File: config.mk
export PLATFORM = sky130hd
export DESIGN_NAME = rdxbar_out_arbiter
export DESIGN_NICKNAME = d
export VERILOG_FILES = /design/src/rtl/rdxbar_out_arbiter.sv
export SDC_FILE = /design/constraint.sdc
export NUM_CORES = 1
export LEC_CHECK = 0
export ABC_AREA = 1
export CORE_ASPECT_RATIO = 0.5
export CORE_MARGIN = 2
export CORE_UTILIZATION = 42
export DETAILED_ROUTE_END_ITERATION = 10
export PLACE_DENSITY = 0.86
export SLEW_MARGIN = 25
export SYNTH_ARGS = -nofsm -noshare
export SYNTH_HDL_FRONTEND = slang
export SYNTH_SLANG_ARGS = --single-unit
File: constraint.sdc
create_clock -name iClk -period 5.5 [get_ports iClk]
set_input_delay 0.55 -clock iClk [delete_from_list [all_inputs] [get_ports iClk]]
set_output_delay 0.55 -clock iClk [all_outputs]
set_load 0.02 [all_outputs]
File: src/rtl/rdxbar_out_arbiter.sv
// Per-output round-robin packet arbiter for the read-data crossbar.
// Packet locking is compiled in with `define RDXBAR_ARB_PKT_LOCK_EN.
module rdxbar_out_arbiter #(
  parameter int N             = 16,
  parameter int AW            = 4,
  parameter int PORT_ID       = 0,
  parameter int MAX_PKT_BEATS = 64
) (
  input  logic                 iClk,
  input  logic                 iRst,
  input  logic [N-1:0]         iReqVld,
  input  logic [N*AW-1:0]      iReqDst,
  input  logic [N-1:0]         iReqLast,
  input  logic                 iOutRdy,
  output logic [N-1:0]         oGnt,
  output logic [$clog2(N)-1:0] oGntIdx,
  output logic                 oGntVld,
  output logic                 oLocked,
  output logic                 oPktOvf
);

  localparam int IW = $clog2(N);
  localparam int CW = $clog2(MAX_PKT_BEATS + 1);

  function automatic logic [IW-1:0] inc_idx(
    input logic [IW-1:0] x
  );
    return (x == IW'(N - 1)) ? '0 : x + IW'(1);
  endfunction

  logic [IW-1:0] ptr_q;
  logic [IW-1:0] ptr_d;

  logic [N-1:0]  qual;
  logic [IW-1:0] win;
  logic          found;
  logic [IW:0]   scan;

  logic [IW-1:0] gnt_idx;
  logic          gnt_any;
  logic          gnt_vld;
  logic          hs;
  logic          locked;

  // Rotating scan starting at ptr; first qualified requester wins.
  always_comb begin
    qual  = '0;
    win   = '0;
    found = 1'b0;
    scan  = '0;
    for (int i = 0; i < N; i++) begin
      qual[i] = iReqVld[i] &&
                (iReqDst[i*AW +: AW] == AW'(PORT_ID));
    end
    for (int k = 0; k < N; k++) begin
      scan = {1'b0, ptr_q} + (IW+1)'(k);
      if (scan >= (IW+1)'(N)) begin
        scan = scan - (IW+1)'(N);
      end
      if (!found && qual[scan[IW-1:0]]) begin
        found = 1'b1;
        win   = scan[IW-1:0];
      end
    end
  end

`ifdef RDXBAR_ARB_PKT_LOCK_EN

  localparam logic [0:0] S_IDLE = 1'b0;
  localparam logic [0:0] S_LOCK = 1'b1;

  logic [0:0]    state_q;
  logic [0:0]    state_d;
  logic [IW-1:0] owner_q;
  logic [IW-1:0] owner_d;
  logic [CW-1:0] beat_q;
  logic [CW-1:0] beat_d;
  logic          ovf_q;
  logic          ovf_d;

  // While locked the owner keeps the grant even with Vld low.
  always_comb begin
    locked = (state_q == S_LOCK);
    if (locked) begin
      gnt_idx = owner_q;
      gnt_any = 1'b1;
      gnt_vld = iReqVld[owner_q];
    end else begin
      gnt_idx = win;
      gnt_any = found;
      gnt_vld = found;
    end
    if (iRst) begin
      locked  = 1'b0;
      gnt_idx = '0;
      gnt_any = 1'b0;
      gnt_vld = 1'b0;
    end
  end

  assign hs = gnt_vld && iOutRdy;

  always_comb begin
    state_d = state_q;
    ptr_d   = ptr_q;
    owner_d = owner_q;
    beat_d  = beat_q;
    ovf_d   = ovf_q;
    if (hs) begin
      unique case (state_q)
        S_IDLE: begin
          if (iReqLast[win]) begin
            ptr_d = inc_idx(win);
          end else begin
            state_d = S_LOCK;
            owner_d = win;
            beat_d  = CW'(1);
          end
        end
        S_LOCK: begin
          if (iReqLast[owner_q]) begin
            state_d = S_IDLE;
            ptr_d   = inc_idx(owner_q);
            beat_d  = '0;
          end else if (beat_q + CW'(1) ==
                       CW'(MAX_PKT_BEATS)) begin
            state_d = S_IDLE;
            ptr_d   = inc_idx(owner_q);
            beat_d  = '0;
            ovf_d   = 1'b1;
          end else begin
            beat_d = beat_q + CW'(1);
          end
        end
        default: ;
      endcase
    end
  end

  always_ff @(posedge iClk) begin
    if (iRst) begin
      state_q <= S_IDLE;
      ptr_q   <= '0;
      owner_q <= '0;
      beat_q  <= '0;
      ovf_q   <= 1'b0;
    end else begin
      state_q <= state_d;
      ptr_q   <= ptr_d;
      owner_q <= owner_d;
      beat_q  <= beat_d;
      ovf_q   <= ovf_d;
    end
  end

  assign oLocked = locked;
  assign oPktOvf = ovf_q;

`else

  logic unused_last;

  // Beat-level arbitration: every handshake advances the pointer.
  always_comb begin
    locked  = 1'b0;
    gnt_idx = win;
    gnt_any = found;
    gnt_vld = found;
    if (iRst) begin
      gnt_idx = '0;
      gnt_any = 1'b0;
      gnt_vld = 1'b0;
    end
  end

  assign hs          = gnt_vld && iOutRdy;
  assign unused_last = ^iReqLast;

  always_comb begin
    ptr_d = ptr_q;
    if (hs) begin
      ptr_d = inc_idx(win);
    end
  end

  always_ff @(posedge iClk) begin
    if (iRst) begin
      ptr_q <= '0;
    end else begin
      ptr_q <= ptr_d;
    end
  end

  assign oLocked = locked;
  assign oPktOvf = 1'b0;

`endif

  always_comb begin
    oGnt = '0;
    if (gnt_any) begin
      oGnt[gnt_idx] = 1'b1;
    end
  end

  assign oGntIdx = gnt_idx;
  assign oGntVld = gnt_vld;

endmodule
Yosys cells after proc, flatten, opt, wreduce, memory -nomap -nowiden
Index checks and enable logic that the tools add are counted.

Add/sub/neg operators: 32. Magnitude comparators: 34. Equal/unequal tests: 1. Mux-type cells: 86. Reductions and logical operators: 64.

Operator list (count): 4-bit two-way mux (34); 4-bit by 5-bit less-than comparator with 1-bit output, second input constant (17); 5-bit >= comparator, second input constant (15); 1-bit binary-select mux with 4-bit select (16); 4-bit logical NOT (16); 4-bit by 1-bit subtractor with 4-bit output, second input constant (16); 4-bit by 4-bit adder with 5-bit output, second input constant (8); 1-bit two-way mux (34); 1-bit logical AND (33); 4-bit by 3-bit adder with 5-bit output, second input constant (4); 16-bit two-way mux (1); 1-bit logical NOT (15); 4-bit by 2-bit adder with 5-bit output, second input constant (2); 4-bit by 1-bit adder with 5-bit output, second input constant (1); 4-bit by 5-bit >= comparator with 1-bit output, second input constant (1); 4-bit by 1-bit adder with 4-bit output, second input constant (1); 1-bit demux with 4-bit select (1); 4-bit == test, second input constant (1); 4-bit by 1-bit >= comparator with 1-bit output, second input constant (1).

Register bits after elaboration: 4. Word-level logic and storage cells: 218.

Depth between registers and ports, before layout
Gate-level depths: netlist (run 1).

Depth after elaboration: 56. Mapped depth: 31.

Least setup slack after synthesis (run 1)
No wires, ideal clock.

Path type: register to output. Start: register ptr_q[1]. End: output oGnt[10]. Arrival time: 3817 ps. Data required time: 4950 ps. Setup slack: 1133 ps. Cell stages (with the launch flop): 24. Path buffers: 2. Cell sequence: dfxtp_1 inv_1 buf_2 ha_1 inv_1 clkbuf_1 nand3_1 nand2_1 nand2_1 nand3_1 nand2_1 nor2_8 nand4_4 nor2_8 nand4_4 nor2_4 nand2_2 nor2_2 nand3b_1 nor2_1 nor2_1 nor2_2 nand2_1 nor2_1.

Word-level cells in the longest chain between the ends: 56. Elaborated cells on any way between the ends: 165. Those cells by class: add/sub (31); order compare (18); mux (85); reduce/logical (31).

Ends and longest elaborated chain: from (decl) (RTL line 31) `logic [IW-1:0] ptr_q;`; from (signal assigned) (RTL line 190) `ptr_q <= ptr_d;`; parallel branches: the longest is 49 deep, another holds 4-bit by 1-bit adder with 5-bit output; 4-bit two-way mux (*) (RTL line 60) `if (!found && qual[scan[IW-1:0]]) begin`; 4-bit two-way mux (*) (RTL line 169) `if (iRst) begin`; via oGntIdx[1] (RTL line 16) `output logic [$clog2(N)-1:0] oGntIdx,`; 4-bit by 5-bit less-than comparator with 1-bit output (implied by the code) / 4-bit by 1-bit >= comparator with 1-bit output (equally long branches) (RTL line 202) `oGnt[gnt_idx] = 1'b1;`; 1-bit logical AND (implied by the code) (RTL line 202); 1-bit two-way mux (implied by the code) (RTL line 202); 1-bit demux with 4-bit select (*) (RTL line 202); 16-bit two-way mux (*) (RTL line 201) `if (gnt_any) begin`; to (decl) (RTL line 15) `output logic [N-1:0] oGnt,`.

Mark *: on every way through the listed nets, which the timed path passes. The select of a mux whose other input is x is not followed.

Worst setup path after layout (run 1)
Start: register ptr_q[0]. End: output oGnt[11].

Word-level cells in the longest chain between the ends: 56. Elaborated cells on any way between the ends: 165. Those cells by class: add/sub (31); order compare (18); mux (85); reduce/logical (31).

Ends and longest elaborated chain (RTL line): parallel branches: the longest is 55 deep, another holds 4-bit by 1-bit adder with 5-bit output; 16-bit two-way mux (*) (201).

Every way passes the cells marked *. The select of a mux whose other input is x is not followed.

==> results of run 1 <==
[routing by layer]
metal / track usage / vias up
met2: 0.5004 / 204
li1: - / 1890
met5: 0 / -
met3: 0.03913 / 4
met1: 0.3922 / 1643
met4: 0.02962 / 0
[where the power goes]
part	internal (mW)	total [mW]	leakage [nW]	switching, mW
Sequential	0.0403	0.0580	0.0329	0.0177
Clock	0.0929	0.113	0.0370	0.0204
Combinational	0.936	2.76	1.74	1.83
Total	1.07	2.93	1.81	1.86
[metrics by stage]
stage / util / total power, mW / hold slack, ns / cell area, µm² / std cells
final: 0.6622 / 2.934 / 0.6639 / 3731 / 682
after global routing: 0.6622 / 3.227 / 0.7095 / 3731 / 682
after CTS: 0.6616 / 2.882 / 0.6643 / 3727 / 682
after detailed placement: 0.6482 / 2.751 / 0.6575 / 3652 / 679
after global placement: 0.6482 / 2.732 / 0.6309 / 3652 / 679
after floorplan: - / 1.970 / 0.6138 / 2527 / 505
[worst paths after layout]
kind | to | from | slack, ns | cells past startpoint
setup / recovery | oGnt[11] | ptr_q[0] | 0.31 | 24
hold / removal | ptr_q[1] | ptr_q[1] | 0.66 | 2
setup reg to reg | ptr_q[0] | ptr_q[0] | 1.38 | 23
hold reg to reg | ptr_q[1] | ptr_q[1] | 0.66 | 2
[layout by cell type (no fill, tap or decap), drive strengths merged, types with 2 or more instances in the layout]
| master | n |
|---|---|
| nor2 | 88 |
| o21ai | 16 |
| clkdlybuf4s50 | 103 |
| dfxtp | 4 |
| a21o | 2 |
| nor3 | 5 |
| nand2 | 157 |
| nand3b | 3 |
| buf | 11 |
| inv | 52 |
| ha | 8 |
| a21oi | 5 |
| xor2 | 4 |
| conb | 2 |
| nand4 | 40 |
| clkbuf | 3 |
| nand3 | 99 |
[worst max-delay path: stages (launching register included)]
cell	delay (ns)
dfxtp_1	0.42
buf_4	0.32
ha_1	0.24
xor2_2	0.36
inv_2	0.19
nand3_1	0.12
nand3_1	0.09
nand2_1	0.14
nand3_4	0.13
nor2_8	0.15
nand4_4	0.13
nor2_8	0.16
nand4_4	0.12
nor2_4	0.22
nand4_2	0.16
nand2_1	0.11
inv_1	0.04
nand3_1	0.07
nand2_1	0.05
nand2_1	0.07
nand2_2	0.13
nor2_4	0.13
nand2_1	0.13
nor3_2	0.12
clkdlybuf4s50_1	0.63
[area by class of cell]
cell class	count	area (µm²)
clock buffers	3	75.07
inverters	53	207.7
well taps	73	91.34
flip-flops and latches	4	80.08
multi-input cells	435	2163
fillers	555	1903
repair buffers	114	1114
[logic make-up (layout without fill, tap and decap cells)]
family          after synthesis  count (layout)  share of synthesized area
simple gates                392             392                     0.7288
flops                         4               4                    0.03173
fa+ha+maj                     8               8                    0.03966
other cells                   1               2                   0.001486
compound gates               28              28                    0.06545
xor+xnor                      5               5                    0.02033
buf+inv                      66             170                     0.1125
==> impl_metrics.csv, run 1 <==
group,metric,value,unit
run_status,run_status,"completed",
synthesis,synth_most_common_cell,"nand2_1",
floorplan,die_height,58.81,µm
clocking,cts_made_buffers,3,
timing,slew-limit-headroom,0.5255,
critical_path,cp.arrival,4.64,ns
synthesis,seq_area_frac_synth,0.03173,
timing,hold_viol_final,0,
timing,fin_ws,0.3125,ns
floorplan,pin_count,122,
synthesis,yosys.area.top_type,"nand2_1",
synthesis,synth_seq_cells,4,
clocking,hold_buffers,0,
critical_path,crit_required,4.95,ns
detailed_routing,antenna_left,0,
clocking,clock_path_buffers,2,
detailed_routing,wl_met2,4113,µm
synthesis,synth_cells,504,
clocking,clk_pin_slew_worst_paths,0.03,ns
global_route,grt_pass1_wl,15600,µm
timing,max_freq,192.8,MHz
critical_path,crit_fanout,24,
floorplan,rows,19,
clocking,clk_latency,0.22,ns
detailed_routing,wl_per_cell,13.86,µm
timing,period_share,0.9432,
synthesis,async_flop_share,0,
synthesis,avgSynthCellArea,5.007,µm²
placement,dp.final_hpwl,7712,µm
synthesis,synth_common_cells,"nand2_1, nand3_1, nor2_1, inv_1, nand4_1",
floorplan,core_area,5634,µm²
final_layout,reg_top3,"ptr_q: 4 flops",
final_layout,antennaDiodeCount,0,
global_route,grt_use_total,0.2852,
global_route,grt_max_degree,25,
synthesis,synthDistinctLibCells,39,
final_layout,largest_reg_flops,4,
critical_path,timing_worst_setup_path_type,"flip-flop to output pin",
detailed_routing,vias,3741,
placement,port_buffers,103,
global_route,overflow,0,
global_route,grt_pass1_vias,3398,
placement,place.gp.congestion,0.9945,
detailed_routing,first_pass_iters,5,
critical_path,cp-start-kind,"flip-flop",
power,vdd_drop_max,0.8784,mV
detailed_routing,via_per_inst,5.485,
synthesis,synthFlopType,"dfxtp_1",
synthesis,synth.cell_area,2524,µm²
synthesis,synthDominantCellAreaShare,0.2291,
final_layout,fin_nets,718,
detailed_routing,drt-initial-drc-count,294,
timing,fin_crit,5.188,ns
run,max_cap_viol_count,0,
clocking,ctsResizeCount,0,
timing,worst_pin_slew,0.7043,ns
timing,slew_viol_final,0,
final_layout,area_growth,47.84,%
synthesis,yosysWarnings,0,
final_layout,drive_above_1_share,0.06568,
timing,setup_tns,0,ns
detailed_routing,drc,0,
synthesis,synth-edff-count,0,
timing,rsz0062_at_grt,"false",
detailed_routing,wl_met3,1143,µm
power,power.density,786.4,nW/µm²
worst_hold_path,worstHoldPathType,"flip-flop to flip-flop",
timing,setup_viol,0,
critical_path,crit_path_end_kind,"output pin",
power,p_leak,1.807,nW
clocking,root_buffer,"clkbuf_16",
synthesis,synth_area_leaders,"nand2_1, nand3_1, nor2_1",
clocking,cts_htree_levels,1,
detailed_routing,maxUsedRoutingLayer,"met4",
clocking,tritoncts,"done",
floorplan,start_util,0.4479,
global_route,grt_antenna_before_repair,0,
detailed_routing,totalWireLength,9452,µm
timing,clock_skew,0.001866,ns
final_layout,regMostFlops,"ptr_q",
placement,place_ws,0.6122,ns
floorplan,die-area,6682,µm²
clocking,cts.sinks,4,
floorplan,die_x,113.6,µm
detailed_routing,m1WireLength,4181,µm
clocking,post_cts_buffers,0,
Note: power is estimated with default switching activity, not from simulation.
==> run 2, diff against run 1 <==
Settings changed: CELL_PAD_IN_SITES_DETAIL_PLACEMENT from default to 0, CELL_PAD_IN_SITES_GLOBAL_PLACEMENT from default to 1, CORE_UTILIZATION 42 to 26, CTS_BUF_LIST from default to sky130_fd_sc_hd__clkbuf_4 sky130_fd_sc_hd__clkbuf_8 sky130_fd_sc_hd__clkbuf_16.
==> impl_metrics.csv, run 2 (same netlist as run 1, synthesis figures left out) <==
group,metric,value,unit
global_route,grt_pass1_wl,16390,µm
timing,period_share,0.9250,
floorplan,start_util,0.2672,
critical_path,rr_worst_depth,25,
final_layout,reg_top3,"ptr_q: 4 flops",
detailed_routing,totalWireLength,10120,µm
detailed_routing,wl_met3,830,µm
timing,setup_tns,0,ns
detailed_routing,drt-initial-drc-count,292,
global_route,overflow,0,
critical_path,critPathLaunch,"ptr_q[1]",
critical_path,critPathMaxStageDelay,0.63,ns
timing,slew-limit-headroom,0.5102,
floorplan,die-area,10560,µm²
timing,fin_crit,5.087,ns
clocking,clock_path_buffers,2,
critical_path,timing_worst_setup_path_type,"flip-flop to output pin",
timing,setup_viol,0,
floorplan,die_height,73.67,µm
power,p_seq_frac,0.017,
detailed_routing,first_pass_iters,5,
placement,place.gp.congestion,0.9202,
global_route,grt_max_degree,25,
worst_hold_path,worstHoldPathType,"flip-flop to flip-flop",
placement,port_buffers,103,
critical_path,crit_fanout,12,
final_layout,multi_input_area,2166,µm²
detailed_routing,antenna_left,0,
clocking,clk_latency,0.22,ns
placement,dp.final_hpwl,8342,µm
detailed_routing,drc,0,
timing,hold_viol_final,0,
power,p_clk_frac,0.037,
power,switching_share,0.6293,
final_layout,regArea,80.08,µm²
power,p_int,1.116,mW
critical_path,path_cells,"inv_1 -> ha_1 -> clkinvlp_4 -> nand2_1 -> nand3_1 -> nand3_1 -> nand2_1 -> nor2_8 -> nand4_4 -> nor2_8 -> nand4_4 -> nor2_4 -> nand4_2 -> nand2_1 -> inv_1 -> nand3_1 -> nand2_1 -> nand2_1 -> nand2_2 -> nor2_4 -> nand2_1 -> nor3_2 -> clkdlybuf4s50_1",
final_layout,drive_above_1_share,0.07492,
final_layout,most-common-layout-cells,"nand2_1, clkdlybuf4s50_1, nand3_1, nor2_1, inv_1",
detailed_routing,wl_per_cell,13.51,µm
clocking,root_buffer,"clkbuf_16",
power,power.density,782.5,nW/µm²
final_layout,fin_nets,723,
final_layout,area_growth,52.50,%
clocking,cts_made_buffers,3,
detailed_routing,m1WireLength,5190,µm
timing,max_freq,196.6,MHz
timing,slew_viol_final,0,
floorplan,pin_count,122,
critical_path,rrSetupSlack,1.44,ns
timing,rsz0062_at_grt,"false",
run,max_cap_viol_count,0,
floorplan,rows,25,
final_layout,antennaDiodeCount,0,
global_route,grt_pass1_vias,3409,
clocking,post_cts_buffers,0,
timing,clock_skew,0.001683,ns
final_layout,largest_reg_flops,4,
power,combinationalPowerShare,0.946,
power,vdd_drop_max,0.6879,mV
power,p_leak,1.832,nW
critical_path,crit_path_end_kind,"output pin",
final_layout,layout_commonest_cell,"nand2_1",
critical_path,r2r_end,"ptr_q[3]",
clocking,cts.sinks,4,
detailed_routing,wl_met2,4001,µm
critical_path,cp_common_cell,"nand2_1",
critical_path,cp.arrival,4.54,ns
critical_path,cp-start-kind,"flip-flop",
clocking,tritoncts,"done",
power,p_switching,1.895,mW
critical_path,r2r_start,"ptr_q[1]",
detailed_routing,maxUsedRoutingLayer,"met4",
timing,worst_pin_slew,0.7299,ns
global_route,grt_use_total,0.1946,
detailed_routing,via_per_inst,4.887,
run_status,run_status,"completed",
critical_path,crit_required,4.95,ns
detailed_routing,vias,3660,
final_layout,fillers,1047,
final_layout,utilization,0.4074,
critical_path,crit_slowest_cell,"clkdlybuf4s50_1",
power,p_total,3.011,mW
global_route,grt_antenna_before_repair,0,
clocking,cts_htree_levels,1,
clocking,clk_pin_slew_worst_paths,0.03,ns
floorplan,die_x,143.3,µm
final_layout,regMostFlops,"ptr_q",
floorplan,core_area,9447,µm²
critical_path,critPathCapture,"oGnt[11]",
clocking,hold_buffers,0,
==> run 2: how the worst min path moves through the flow <==
stage,from,to,cells after the start
after floorplan,ptr_q[3],ptr_q[3],3
after global placement,ptr_q[3],ptr_q[3],3
final,ptr_q[3],ptr_q[3],3
after detailed placement,ptr_q[3],ptr_q[3],3
after global routing,ptr_q[3],ptr_q[3],3
after CTS,ptr_q[3],ptr_q[3],3
==> run 2: what timing repair did <==
action                                  4_1_cts  5_1_grt
gates resized for setup                       0        2
endpoints found under the setup margin        0       16
endpoints found under the hold margin         0        0
==> run 2: stage by stage <==
stage / hold slack [ns] / cell area [µm²] / std cells / setup slack [ns]
6_report: 0.6855 / 3849 / 749 / 0.4125
5_1_grt: 0.7088 / 3849 / 749 / 0.01268
4_1_cts: 0.6797 / 3842 / 749 / 0.2277
3_5_place_dp: 0.6743 / 3767 / 746 / 0.4825
3_3_place_gp: 0.6729 / 3767 / 746 / 0.5544
2_1_floorplan: 0.6138 / 2527 / 505 / 1.133
==> run 2: power groups by stage <==
stage	Clock [mW]	Sequential [mW]	Combinational (mW)
2_1_floorplan	0	0.0498	1.92
3_3_place_gp	0	0.0492	2.81
3_5_place_dp	0	0.0502	2.81
4_1_cts	0.114	0.0501	2.82
5_1_grt	0.119	0.0514	3.17
6_report	0.112	0.0502	2.85
==> run 2: cell type report <==
class	instances	share of cell area
clock buffer	3	0.01951
inverter	53	0.05397
multi-input combinational	435	0.5627
sequential	4	0.02081
tap	135	0.04389
timing repair buffer	119	0.2991
==> run 2: routing by layer <==
| metal | vias to the layer above | global-route usage |
|---|---|---|
| met5 | - | 0 |
| met4 | 0 | 0.04031 |
| met3 | 8 | 0.02412 |
| met2 | 156 | 0.3041 |
| met1 | 1597 | 0.2869 |
| li1 | 1899 | - |
==> run 2: worst max-delay path: cells and delay by family (launching register included) <==
family        cells  cell delay (ns)
flops             1             0.33
buf+inv           4             1.14
fa+ha+maj         1             0.40
simple gates     18             2.44
==> RTL change: new RTL, config.mk and constraints of run 1 <==
Add a define of `RDXBAR_ARB_PKT_LOCK_EN`.
--- a/src/rtl/rdxbar_out_arbiter.sv
+++ b/src/rtl/rdxbar_out_arbiter.sv
@@ -1,5 +1,7 @@
 // Per-output round-robin packet arbiter for the read-data crossbar.
 // Packet locking is compiled in with `define RDXBAR_ARB_PKT_LOCK_EN.
+`define RDXBAR_ARB_PKT_LOCK_EN
+
 module rdxbar_out_arbiter #(
   parameter int N             = 16,
   parameter int AW            = 4,
Formal check against the unedited RTL: not equivalent (Yosys sat finds a counterexample within 4 cycles, from zero or initial values and one cycle with iRst high).
==> RTL change against run 1 <==
Fmax grew 0.63%. Routed wire length up 51%. Die area is 56% higher. Critical path type is now in2out. Sequential share of layout area increased by 4.1 points. Synthesized cell count increased by 44%. Largest cell class unchanged. First-iteration DRC count is 98% higher. Critical endpoint is now oGnt[14]. Worst setup slack improved by 0.032 ns. Total power up 10%. Final cell count rose by 42%. Synthesized area grew 60%. Sequential cell count is 13 higher. Final area up 46%. Non-clock buffer count up 20.
==> RTL change: results (changes against run 1) <==
[run_status]
outcome = finished, final reports clean  ; unchanged

[global_routing]
grt_pass1_vias = 4908  ; was 3398
grt_max_degree = 26  ; was 25
grt_use_met3 = 0.0717  ; was 0.0391
grt_use_met1 = 0.348  ; was 0.392
grt_usage = 0.270  ; was 0.285
grt_use_met2 = 0.462  ; was 0.500
antenna_found_initial = 0  ; unchanged
grt_pass1_wl_um = 22900  ; was 15600 um

[synth]
synth_fa_ha_area_frac = 0.0310  ; was 0.0397
syn_area_per_cell_um2 = 5.55  ; was 5.01 um2
synth_mux_area_frac = 0  ; unchanged
synth_commonest_cells = nand2_1 (158), nor2_1 (121), nand3_1 (110)  ; was nand2_1 (154), nand3_1 (98), nor2_1 (79)
ys_types = 46  ; was 39
async_flop_share = 0  ; unchanged
synth_warnings = 0  ; unchanged
synth_xor_area_frac = 0.0233  ; was 0.0203
seq_area_frac_synth = 0.0843  ; was 0.0317
synth.net_count = 836
synth-compound-area-share = 0.115  ; was 0.0654
synthTopCellsByArea = nand2_1 (15%), nand3_1 (14%), nor2_1 (11%)  ; was nand2_1 (23%), nand3_1 (19%), nor2_1 (12%)
synthFlopType = dfxtp_1  ; unchanged

[cts]
htreeDepth = 1  ; unchanged
clk_pin_slew_ns = 0.05  ; was 0.03 ns
clock_path_buffers = 2  ; unchanged
cts_made_buffers = 3  ; unchanged
insertion_delay_ns = 0.25  ; was 0.22 ns
cts_root_buffer = clkbuf_16  ; unchanged

[setup_path]
cpMaxStageDelayCell = clkdlybuf4s50_1  ; unchanged
reg2reg_slack_ns = 1.53  ; was 1.38 ns
r2r_end = ptr_q[3]$_SDFFE_PP0P_  ; was ptr_q[0]$_SDFFE_PP0P_
worstRegToRegCells = 25  ; was 23
slowest_delay_ns = 0.62
crit_path_start = iReqVld[5]  ; was ptr_q[0]$_SDFFE_PP0P_
worstPathArrival_ns = 4.61  ; was 4.64 ns
cp_max_fo = 10  ; was 24
r2r-start = ptr_q[1]$_SDFFE_PP0P_  ; was ptr_q[0]$_SDFFE_PP0P_
endpoint = oGnt[14]  ; was oGnt[11]

[layout]
n_antenna_cell = 0  ; unchanged
reg.largest.list = beat_q: 7 flops, owner_q: 4 flops, ptr_q: 4 flops  ; was ptr_q: 4 flops
final_nets = 959  ; was 718
drive_gt1_frac = 0.108  ; was 0.0657

[drt]
initialDrtViolationCount = 583  ; was 294
wirelength_um = 14300  ; was 9450 um
vias_per_cell = 5.52  ; was 5.49
firstDrtPassIters = 6  ; was 5
wl_per_cell_um = 14.7  ; was 13.9 um

[placement]
dp_hpwl_um = 11700  ; was 7710 um
portBuffers = 121  ; was 103
pre_cts_ws_ns = 0.365  ; was 0.612 ns
gp_congestion = 1.00  ; was 0.995

[sta]
fin_crit_ns = 5.16  ; was 5.19 ns
finClkSkew_ns = 0.00547  ; was 0.00187 ns
slew-limit-headroom = 0.475  ; was 0.525

[power_and_ir_drop]
ir_drop_v = 0.000659  ; was 0.000878 V
p_leak_nw = 2.62  ; was 1.81 nW

[hold_path]
hold_class = reg2reg  ; unchanged

## RTL change: changes by cell type after synthesis, sizes merged, moves of 4 or more
cell	delta
a21oi	+18
a31oi	+4
buf	-4
clkbuf	+7
clkinv	+4
dfxtp	+13
inv	+47
nand2	+12
nand3	+28
nand4	+4
nor2	+48
o21ai	+22
o22ai	+8
xor2	+4
## RTL change: logic make-up after synthesis
kind of cell               Yosys count
AOI/OAI and AO/OA                   80
xor gates and xnor gates             9
adders and majority gates           10
buffers and inverters              120
DFF                                 17
and+or+nand+nor                    491
## RTL change: how the worst min path moves through the flow
stage	cells after the start	slack [ns]	endpoint	startpoint
final	2	0.51	beat_q[6]$_SDFFE_PP0P_	beat_q[6]$_SDFFE_PP0P_
after global routing	2	0.54	oPktOvf$_SDFFE_PP0P_	oPktOvf$_SDFFE_PP0P_
after CTS	2	0.49	oPktOvf$_SDFFE_PP0P_	oPktOvf$_SDFFE_PP0P_
after detailed placement	2	0.46	oPktOvf$_SDFFE_PP0P_	oPktOvf$_SDFFE_PP0P_
after global placement	2	0.46	oPktOvf$_SDFFE_PP0P_	oPktOvf$_SDFFE_PP0P_
after floorplan	2	0.46	beat_q[6]$_SDFFE_PP0P_	beat_q[6]$_SDFFE_PP0P_
## RTL change: worst max-delay path, delay by kind of cell
family,cells,cell delay (ns)
and+or+nand+nor,20,2.74
buffers and inverters,5,1.31
## RTL change: metrics by stage
step / utilization / total power (W) / area (um2)
2_1_floorplan: - / 0.00229 / 4040
3_3_place_gp: 0.566 / 0.00295 / 5310
3_5_place_dp: 0.566 / 0.00299 / 5310
4_1_cts: 0.574 / 0.00315 / 5390
5_1_grt: 0.579 / 0.00354 / 5440
6_report: 0.579 / 0.00323 / 5440
## RTL change: power breakdown
part	total, W	internal (W)	switching (W)
Clock	0.000145	0.0000984	0.0000469
Sequential	0.000194	0.000151	0.0000426
Combinational	0.00289	0.000989	0.00190
Total	0.00323	0.00124	0.00199
## RTL change: what timing repair did
action | in CTS | in global routing
gates resized for setup | 0 | 6
buffers inserted | 0 | 3
endpoints found under the setup margin | 0 | 16
## RTL change: metal layers
metal	up-vias	part of all wire
li1	2664	-
met1	2425	0.43
met2	242	0.46
met3	28	0.099
met4	0	0.013
met5	-	0
## RTL change: final cells by class
class	count	area [um2]
fill	910	3950
multi-input combinational	590	3140
timing repair buffer	134	1320
inverter	104	409
sequential	17	340
tap	121	151
clock buffer	4	78.8
